### src/rtl/fifo_wr_arbiter_if.sv
// Write-port bundle between the requesters, the round-robin arbiter and the hit FIFO.
// The master modport is the arbiter side. The slave modport is the requester/FIFO side.
interface fifo_wr_arbiter_if #(
    parameter int NREQ = 4,
    parameter int DW   = 24
);
    logic [NREQ-1:0]    req;
    logic [NREQ*DW-1:0] req_data;
    logic [NREQ-1:0]    ack;
    logic               wfull;
    logic               winc;
    logic [DW-1:0]      wdata;

    modport master (
        input  req,
        input  req_data,
        input  wfull,
        output ack,
        output winc,
        output wdata
    );

    modport slave (
        output req,
        output req_data,
        output wfull,
        input  ack,
        input  winc,
        input  wdata
    );
endinterface

### src/rtl/fifo_wr_arbiter.sv
// Round-robin, burst-limited arbiter for the write port of the async hit FIFO (wclk domain).
// Optional ARB_STALL_CNT_EN adds a saturating count of owner cycles blocked by wfull.
//
//   state | meaning
//   IDLE  | no owner; scan req from rr_ptr upward (wrapping) and grant the first set bit
//   OWN   | gnt_id owns the FIFO write port; ack its words while not full, up to MAX_BURST
module fifo_wr_arbiter #(
    parameter int NREQ      = 4,
    parameter int DW        = 24,
    parameter int MAX_BURST = 4
) (
    input  logic                  wclk,
    input  logic                  wrst,
    fifo_wr_arbiter_if.master     bus,
    output logic                  busy,
    output logic [2:0]            gnt_id
`ifdef ARB_STALL_CNT_EN
    ,
    output logic [15:0]           stall_cnt
`endif
);

    typedef enum logic {IDLE, OWN} state_t;

    localparam logic [7:0] LAST_BEAT = 8'(MAX_BURST - 1);
    localparam logic [2:0] LAST_REQ  = 3'(NREQ - 1);

    state_t        state_q, state_nxt;
    logic [2:0]    rr_ptr_q, rr_nxt;
    logic [2:0]    gnt_nxt;
    logic [7:0]    burst_q, burst_nxt;

    logic          owner_req;
    logic [DW-1:0] owner_data;
    logic          found;
    logic [2:0]    winner;
    logic [2:0]    rr_after;
    logic          ack_one;
    logic [NREQ-1:0] ack_vec;
    logic [DW-1:0] wdata_c;

    always_comb begin
        owner_req  = 1'b0;
        owner_data = '0;
        for (int k = 0; k < NREQ; k++) begin
            if (gnt_id == 3'(k)) begin
                owner_req  = bus.req[k];
                owner_data = bus.req_data[k*DW +: DW];
            end
        end
    end

    // Wrapping scan done as two passes: rr_ptr..NREQ-1, then 0..rr_ptr-1.
    always_comb begin
        found  = 1'b0;
        winner = '0;
        for (int k = 0; k < NREQ; k++) begin
            if (!found && (k >= int'(rr_ptr_q)) && bus.req[k]) begin
                found  = 1'b1;
                winner = 3'(k);
            end
        end
        for (int k = 0; k < NREQ; k++) begin
            if (!found && (k < int'(rr_ptr_q)) && bus.req[k]) begin
                found  = 1'b1;
                winner = 3'(k);
            end
        end
    end

    assign rr_after = (gnt_id == LAST_REQ) ? 3'd0 : gnt_id + 3'd1;

    always_comb begin
        state_nxt = state_q;
        gnt_nxt   = gnt_id;
        rr_nxt    = rr_ptr_q;
        burst_nxt = burst_q;
        ack_one   = 1'b0;
        wdata_c   = '0;
        case (state_q)
            IDLE: begin
                if (found) begin
                    gnt_nxt   = winner;
                    burst_nxt = '0;
                    state_nxt = OWN;
                end
            end
            OWN: begin
                wdata_c = owner_data;
                if (!owner_req) begin
                    state_nxt = IDLE;
                    rr_nxt    = rr_after;
                end else if (!bus.wfull) begin
                    ack_one   = 1'b1;
                    burst_nxt = burst_q + 8'd1;
                    if (burst_q == LAST_BEAT) begin
                        state_nxt = IDLE;
                        rr_nxt    = rr_after;
                    end
                end
            end
            default: state_nxt = IDLE;
        endcase
        // Reset cycle must not consume a word even though state is still OWN.
        if (wrst) begin
            ack_one = 1'b0;
            wdata_c = '0;
        end
    end

    always_comb begin
        ack_vec = '0;
        for (int k = 0; k < NREQ; k++) begin
            if (gnt_id == 3'(k)) begin
                ack_vec[k] = ack_one;
            end
        end
    end

    assign bus.ack   = ack_vec;
    assign bus.winc  = ack_one;
    assign bus.wdata = wdata_c;

    always_ff @(posedge wclk) begin
        if (wrst) begin
            state_q  <= IDLE;
            rr_ptr_q <= '0;
            gnt_id   <= '0;
            burst_q  <= '0;
            busy     <= 1'b0;
        end else begin
            state_q  <= state_nxt;
            rr_ptr_q <= rr_nxt;
            gnt_id   <= gnt_nxt;
            burst_q  <= burst_nxt;
            busy     <= (state_nxt == OWN);
        end
    end

`ifdef ARB_STALL_CNT_EN
    always_ff @(posedge wclk) begin
        if (wrst) begin
            stall_cnt <= '0;
        end else if ((state_q == OWN) && owner_req && bus.wfull && (stall_cnt != 16'hFFFF)) begin
            stall_cnt <= stall_cnt + 16'd1;
        end
    end
`endif

endmodule

### src/flat_wrapper.sv
// flat-port wrapper written by rule: the top's interface ports become plain ports
module fifo_wr_arbiter_flat 
#(
    parameter int NREQ      = 4,
    parameter int DW        = 24,
    parameter int MAX_BURST = 4
)
  (wclk, wrst, busy, gnt_id, bus_req, bus_req_data, bus_wfull, bus_ack, bus_winc, bus_wdata);
  fifo_wr_arbiter_if #(.NREQ(NREQ), .DW(DW)) bus_i ();
  input  logic wclk;
  input  logic wrst;
  output logic busy;
  output logic [2:0] gnt_id;
  input wire logic [$bits(bus_i.req)-1:0] bus_req;
  input wire logic [$bits(bus_i.req_data)-1:0] bus_req_data;
  input wire logic [$bits(bus_i.wfull)-1:0] bus_wfull;
  output wire logic [$bits(bus_i.ack)-1:0] bus_ack;
  output wire logic [$bits(bus_i.winc)-1:0] bus_winc;
  output wire logic [$bits(bus_i.wdata)-1:0] bus_wdata;
  assign bus_i.req = bus_req;
  assign bus_i.req_data = bus_req_data;
  assign bus_i.wfull = bus_wfull;
  assign bus_ack = bus_i.ack;
  assign bus_winc = bus_i.winc;
  assign bus_wdata = bus_i.wdata;
  fifo_wr_arbiter #(.NREQ(NREQ), .DW(DW), .MAX_BURST(MAX_BURST)) u_core (.wclk(wclk), .wrst(wrst), .bus(bus_i), .busy(busy), .gnt_id(gnt_id));
endmodule
### config.mk
export PLATFORM = sky130hd
export DESIGN_NAME = fifo_wr_arbiter_flat
export DESIGN_NICKNAME = d
export VERILOG_FILES = /design/src/rtl/fifo_wr_arbiter_if.sv /design/src/rtl/fifo_wr_arbiter.sv /design/src/flat_wrapper.sv
export SDC_FILE = /design/constraint.sdc
export NUM_CORES = 1
export LEC_CHECK = 0
export BUFFER_PORTS_ARGS = -buffer_cell sky130_fd_sc_hd__buf_2
export CAP_MARGIN = 40
export CORE_MARGIN = 10
export CORE_UTILIZATION = 39
export DETAILED_ROUTE_END_ITERATION = 8
export GPL_ROUTABILITY_DRIVEN = 0
export PLACE_DENSITY = 0.84
export SYNTH_ARGS = -nofsm -noshare
export SYNTH_HDL_FRONTEND = slang
export SYNTH_SLANG_ARGS = --single-unit
### constraint.sdc
create_clock -name wclk -period 2.6 [get_ports wclk]
set_clock_uncertainty 0.1 [all_clocks]
set_input_delay 0.13 -clock wclk [delete_from_list [all_inputs] [get_ports wclk]]
set_output_delay 0.13 -clock wclk [all_outputs]
set_load 0.03 [all_outputs]
# Word level (Yosys, flattened, before mapping)
# Cells that the tools add are included.
# word_totals
register_bits	15
input_bits	103
wordCells	96
# op_classes
add_sub_neg	2
n_lt_le_gt_ge	8
eq_ne	9
n_mux	46
bitwise_logic	1
reduce_logical	26
# op_table
cell	count
$mux 24	6
$mux 1	25
$mux 8	3
$pmux 8 s2	1
$logic_and 1x1->1	15
$mux 2	6
$mux 3	4
$add 8x1->8 const B	1
$eq 8x2->1 const B	1
$ne 2x2->1 const B	4
$logic_not 1->1	7
$eq 3x2->1 const B	2
$ge 1x3->1 const A	2
$ge 2x3->1 const A	2
$lt 1x3->1 const A	2
$lt 2x3->1 const A	2
$reduce_and 3->1	2
$add 3x1->3 const B	1
$eq 3x1->1 const B	1
$logic_not 3->1	1
$ne 2x1->1 const B	1
$pmux 1 s2	1
$reduce_and 2->1	1
$not 1->1	1

# Longest topological paths before layout
# logic_depth
depth_word	33
ltp_mapped	8

# Least setup slack after synthesis
# OpenSTA, ideal clock, no wires.
# synth_timing
kind	register to output
start	register u_core.gnt_id[1]
end	output port bus_ack[0]
arrival_ns	2.633
path_slack_ns	-0.263
stages_incl_launch_ff	9
path_buffers	2
cell_sequence	dfxtp_1 > inv_1 > ha_1 > buf_6 > nand3b_4 > a211o_1 > or3_1 > clkbuf_2 > nor3b_1
# synth_via
elab_chain_cells	9
elab_cells_between_ends	12
classes_between	3 x eq/ne; 8 x mux; 1 x reduce/logical
# synth_lines
item	line_no	rtl
start: declaration	fifo_wr_arbiter.sv:16	output logic [2:0] gnt_id
start signal: assignment	fifo_wr_arbiter.sv:134	gnt_id <= gnt_nxt;
$logic_not 3->1	fifo_wr_arbiter.sv:46, fifo_wr_arbiter.sv:114	
$mux 1 (4 in series)	fifo_wr_arbiter.sv:46	if (gnt_id == 3'(k)) begin
$mux 1	fifo_wr_arbiter.sv:90	if (!owner_req) begin
$mux 1	fifo_wr_arbiter.sv:80	case (state_q)
$mux 1	fifo_wr_arbiter.sv:105	if (wrst) begin
$mux 1 (*)	fifo_wr_arbiter.sv:114	if (gnt_id == 3'(k)) begin
end: declaration	flat_wrapper.sv:17	output wire logic [$bits(bus_i.ack)-1:0] bus_ack;
# Mark *: on every way between the ends. The rest lies on a longest branch, timed or not.

# Final worst setup path
# layout_timing
start	register u_core.gnt_id[0]
end	output port bus_ack[2]
# layout_via
elab_chain_cells	9
elab_cells_between_ends	12
classes_between	3 x eq/ne; 8 x mux; 1 x reduce/logical
# layout_lines
item	line_no
$logic_not 3->1	fifo_wr_arbiter.sv:46
$mux 1 (4 in series)	fifo_wr_arbiter.sv:46
$mux 1	fifo_wr_arbiter.sv:90
$mux 1	fifo_wr_arbiter.sv:80
$mux 1	fifo_wr_arbiter.sv:105
$mux 1 (*)	fifo_wr_arbiter.sv:114
# Marked as above.

==> results.cfg <==
[synthesis]
synth_xor_area_frac = 0
synth_warnings = 0
yosys.area_share.simple = 0.2816
synth-compound-area-share = 0.3976
synth_flop_cell = dfxtp_1
yosysSeqAreaShare = 0.1631
synth_top_family_by_area = compound AO/OA/AOI/OAI gates
syn_area_um2 = 1595
synth.area.mux_share = 0.05098
synth-adder-area-share = 0.03922
synth_cell_types = 43
async_reset_ff_frac = 0
synth_seq_cells = 13
netlist_instances = 224
synth_edf_count = 0
synth_fp_nets = 332
avgSynthCellArea_um2 = 7.122

[cts]
numCtsBuffers = 3
cts-root-buf = clkbuf_8
cts_max_level = 1
cts_sinks = 13
clockBufferDepth = 2
ctsHoldBuffers = 0
cts_tree = built
clk_pin_slew_ps = 60
insertion_delay_ps = 250

[die]
fp.dieH_um = 83.96
io_pins = 136
die_area_um2 = 7048
initial_utilization = 0.4017
core_region_area_um2 = 3971
rows = 23
die_w_um = 83.96

[critical_path]
path_class = reg -> out
max_stage_delay_ps = 380
end_kind = primary output
required_ps = 2370
cp_slowest_cell = or3_4
crit_top_cell = nor3b_1
cp.arrival_ps = 2280
r2r_slack_ps = 600
worstPathMaxFanout = 6
path_cells = inv_1, ha_1, nor3b_1, a211o_4, or3_4, nor3b_1, buf_4
worstSetupStartpointType = flip-flop

[pwr]
vdd_drop_max_mv = 0.4802
leakagePower_nw = 1.193
total_power_w = 0.0009324
power.density_nw_per_um2 = 389.9

[global_routing]
met2_usage = 0.3401
antenna_found_initial = 0
grt_pass1_wl_mm = 11.36
grt_use_met1 = 0.2188
grt.total_usage = 0.1904
grt_pass1_vias = 2069
grt_busiest_layer = met2
grt_max_degree = 41
grt_util_met3 = 0.05664
overflow = 0

[place]
portBuffers = 134
dp_hpwl_mm = 6.006

[detailed_routing]
drcViolationCount = 0
firstDrtPassIters = 5
dr_total_vias = 2224
first_iter_violations = 98
routed_wl_mm = 7.209
wire_per_inst_um = 17.93
detail-route-antenna-nets = 0
via_per_inst = 5.532

[cells_and_area]
n_antenna_cell = 0
area_growth_pct = 49.88
layout_commonest_cell = buf_2
mostFrequentLayoutCells = 131 x buf_2, 33 x nand2_1, 25 x o21ai_0
final_nets = 461
drive_gt1_frac = 0.4631
utilization = 0.6021

[sta]
worst_slew_pin_slew_ps = 502.5
hold_viol = 0
setup_viol = 0
period_needed_ps = 2506
fmax_mhz = 399.1
post-route-period-util = 0.9637
slew_headroom = 0.6619
maxSlewViolCount = 0

[job]
maxCapViolCount = 0

[worst_hold_path]
hold_class = in -> reg

[run_status]
status = complete, no violations
==> flip-flops by register name (all words and copies together), names as in the netlist <==
register and count:
u_core.rr_ptr_q 2, u_core.burst_q 8, u_core.gnt_id 2, u_core.busy 1
==> stage by stage <==
stage          instances  setup WS, ps  setup TNS [ps]  hold slack (ps)  cell area, um^2
6_report             402         94.46               0            150.8             2391
5_1_grt              402        -19.23          -19.23            171.5             2391
4_1_cts              402         7.907               0            149.3             2367
3_5_place_dp         398         235.3               0            362.4             2316
3_3_place_gp         398         332.8               0            356.2             2316
2_1_floorplan        224        -263.4          -790.1            222.6             1595
==> critical path: cells and delay by family, from the launching register on <==
kind | cells | cell delay, ps
and+or+nand+nor | 3 | 780
buffers and inverters | 2 | 270
DFF | 1 | 370
adders and majority gates | 1 | 240
AOI/OAI and AO/OA | 1 | 350
==> final timing paths <==
check / from / to / depth (start not counted)
setup / recovery: u_core.gnt_id[0]$_SDFFE_PP0P_ / bus_ack[2] / 7
hold / removal: bus_wfull / u_core.burst_q[3]$_SDFFE_PP0P_ / 3
setup reg to reg: u_core.gnt_id[0]$_SDFFE_PP0P_ / u_core.burst_q[3]$_SDFFE_PP0P_ / 6
hold reg to reg: u_core.burst_q[7]$_SDFFE_PP0P_ / u_core.burst_q[7]$_SDFFE_PP0P_ / 2
==> Yosys cell counts, drive strengths merged (2+ instances only) <==
cell type,count,share of area
a211o,2,0.011
a211oi,2,0.0094
a21oi,6,0.019
a22o,23,0.13
a22oi,23,0.11
buf,3,0.015
clkbuf,16,0.038
dfxtp,13,0.16
ha,5,0.039
inv,4,0.0094
mux2i,7,0.044
nand2,33,0.078
nand2b,3,0.012
nand3,8,0.025
nand3b,4,0.027
nor2,6,0.014
nor2b,4,0.016
nor3,2,0.0063
nor3b,7,0.036
nor4,4,0.016
o21ai,25,0.078
o22ai,2,0.0078
or2,6,0.024
or3,2,0.0078
==> where the power goes <==
| group | switching [W] | internal [W] |
|---|---|---|
| registers | 0.0000129 | 0.000211 |
| logic | 0.000302 | 0.000219 |
| clock network | 0.0000814 | 0.000106 |
==> metal layers <==
metal	wire, um	share of wire
met4	44	0.0061
met2	3798	0.53
met1	2707	0.38
met3	658	0.091
met5	0	0
==> logic make-up (layout without fill, tap and decap cells) <==
family	after synthesis	in the layout
flops	13	13
buf+inv	24	152
fa+ha+maj	5	5
other cells	1	1
mux	8	8
simple gates	83	83
compound gates	90	90
==> timing repair <==
action | CTS | global route
pin swaps | 0 | 0
resized for setup | 1 | 7
buffers inserted | 0 | 0
setup endpoints to repair | 3 | 3
endpoints found under the hold margin | 0 | 0
cloned | 0 | 0
==> area by class of cell <==
| type | instances | area (um^2) |
|---|---|---|
| Inverter | 5 | 18.77 |
| Clock buffer | 3 | 41.29 |
| Sequential cell | 13 | 262.8 |
| Tap cell | 50 | 62.56 |
| Clock inverter | 1 | 5.005 |
| Timing Repair Buffer | 143 | 745.7 |
| Fill cell | 382 | 1580 |
| Multi-Input combinational cell | 187 | 1255 |
Power figures use the tool's default switching activity.
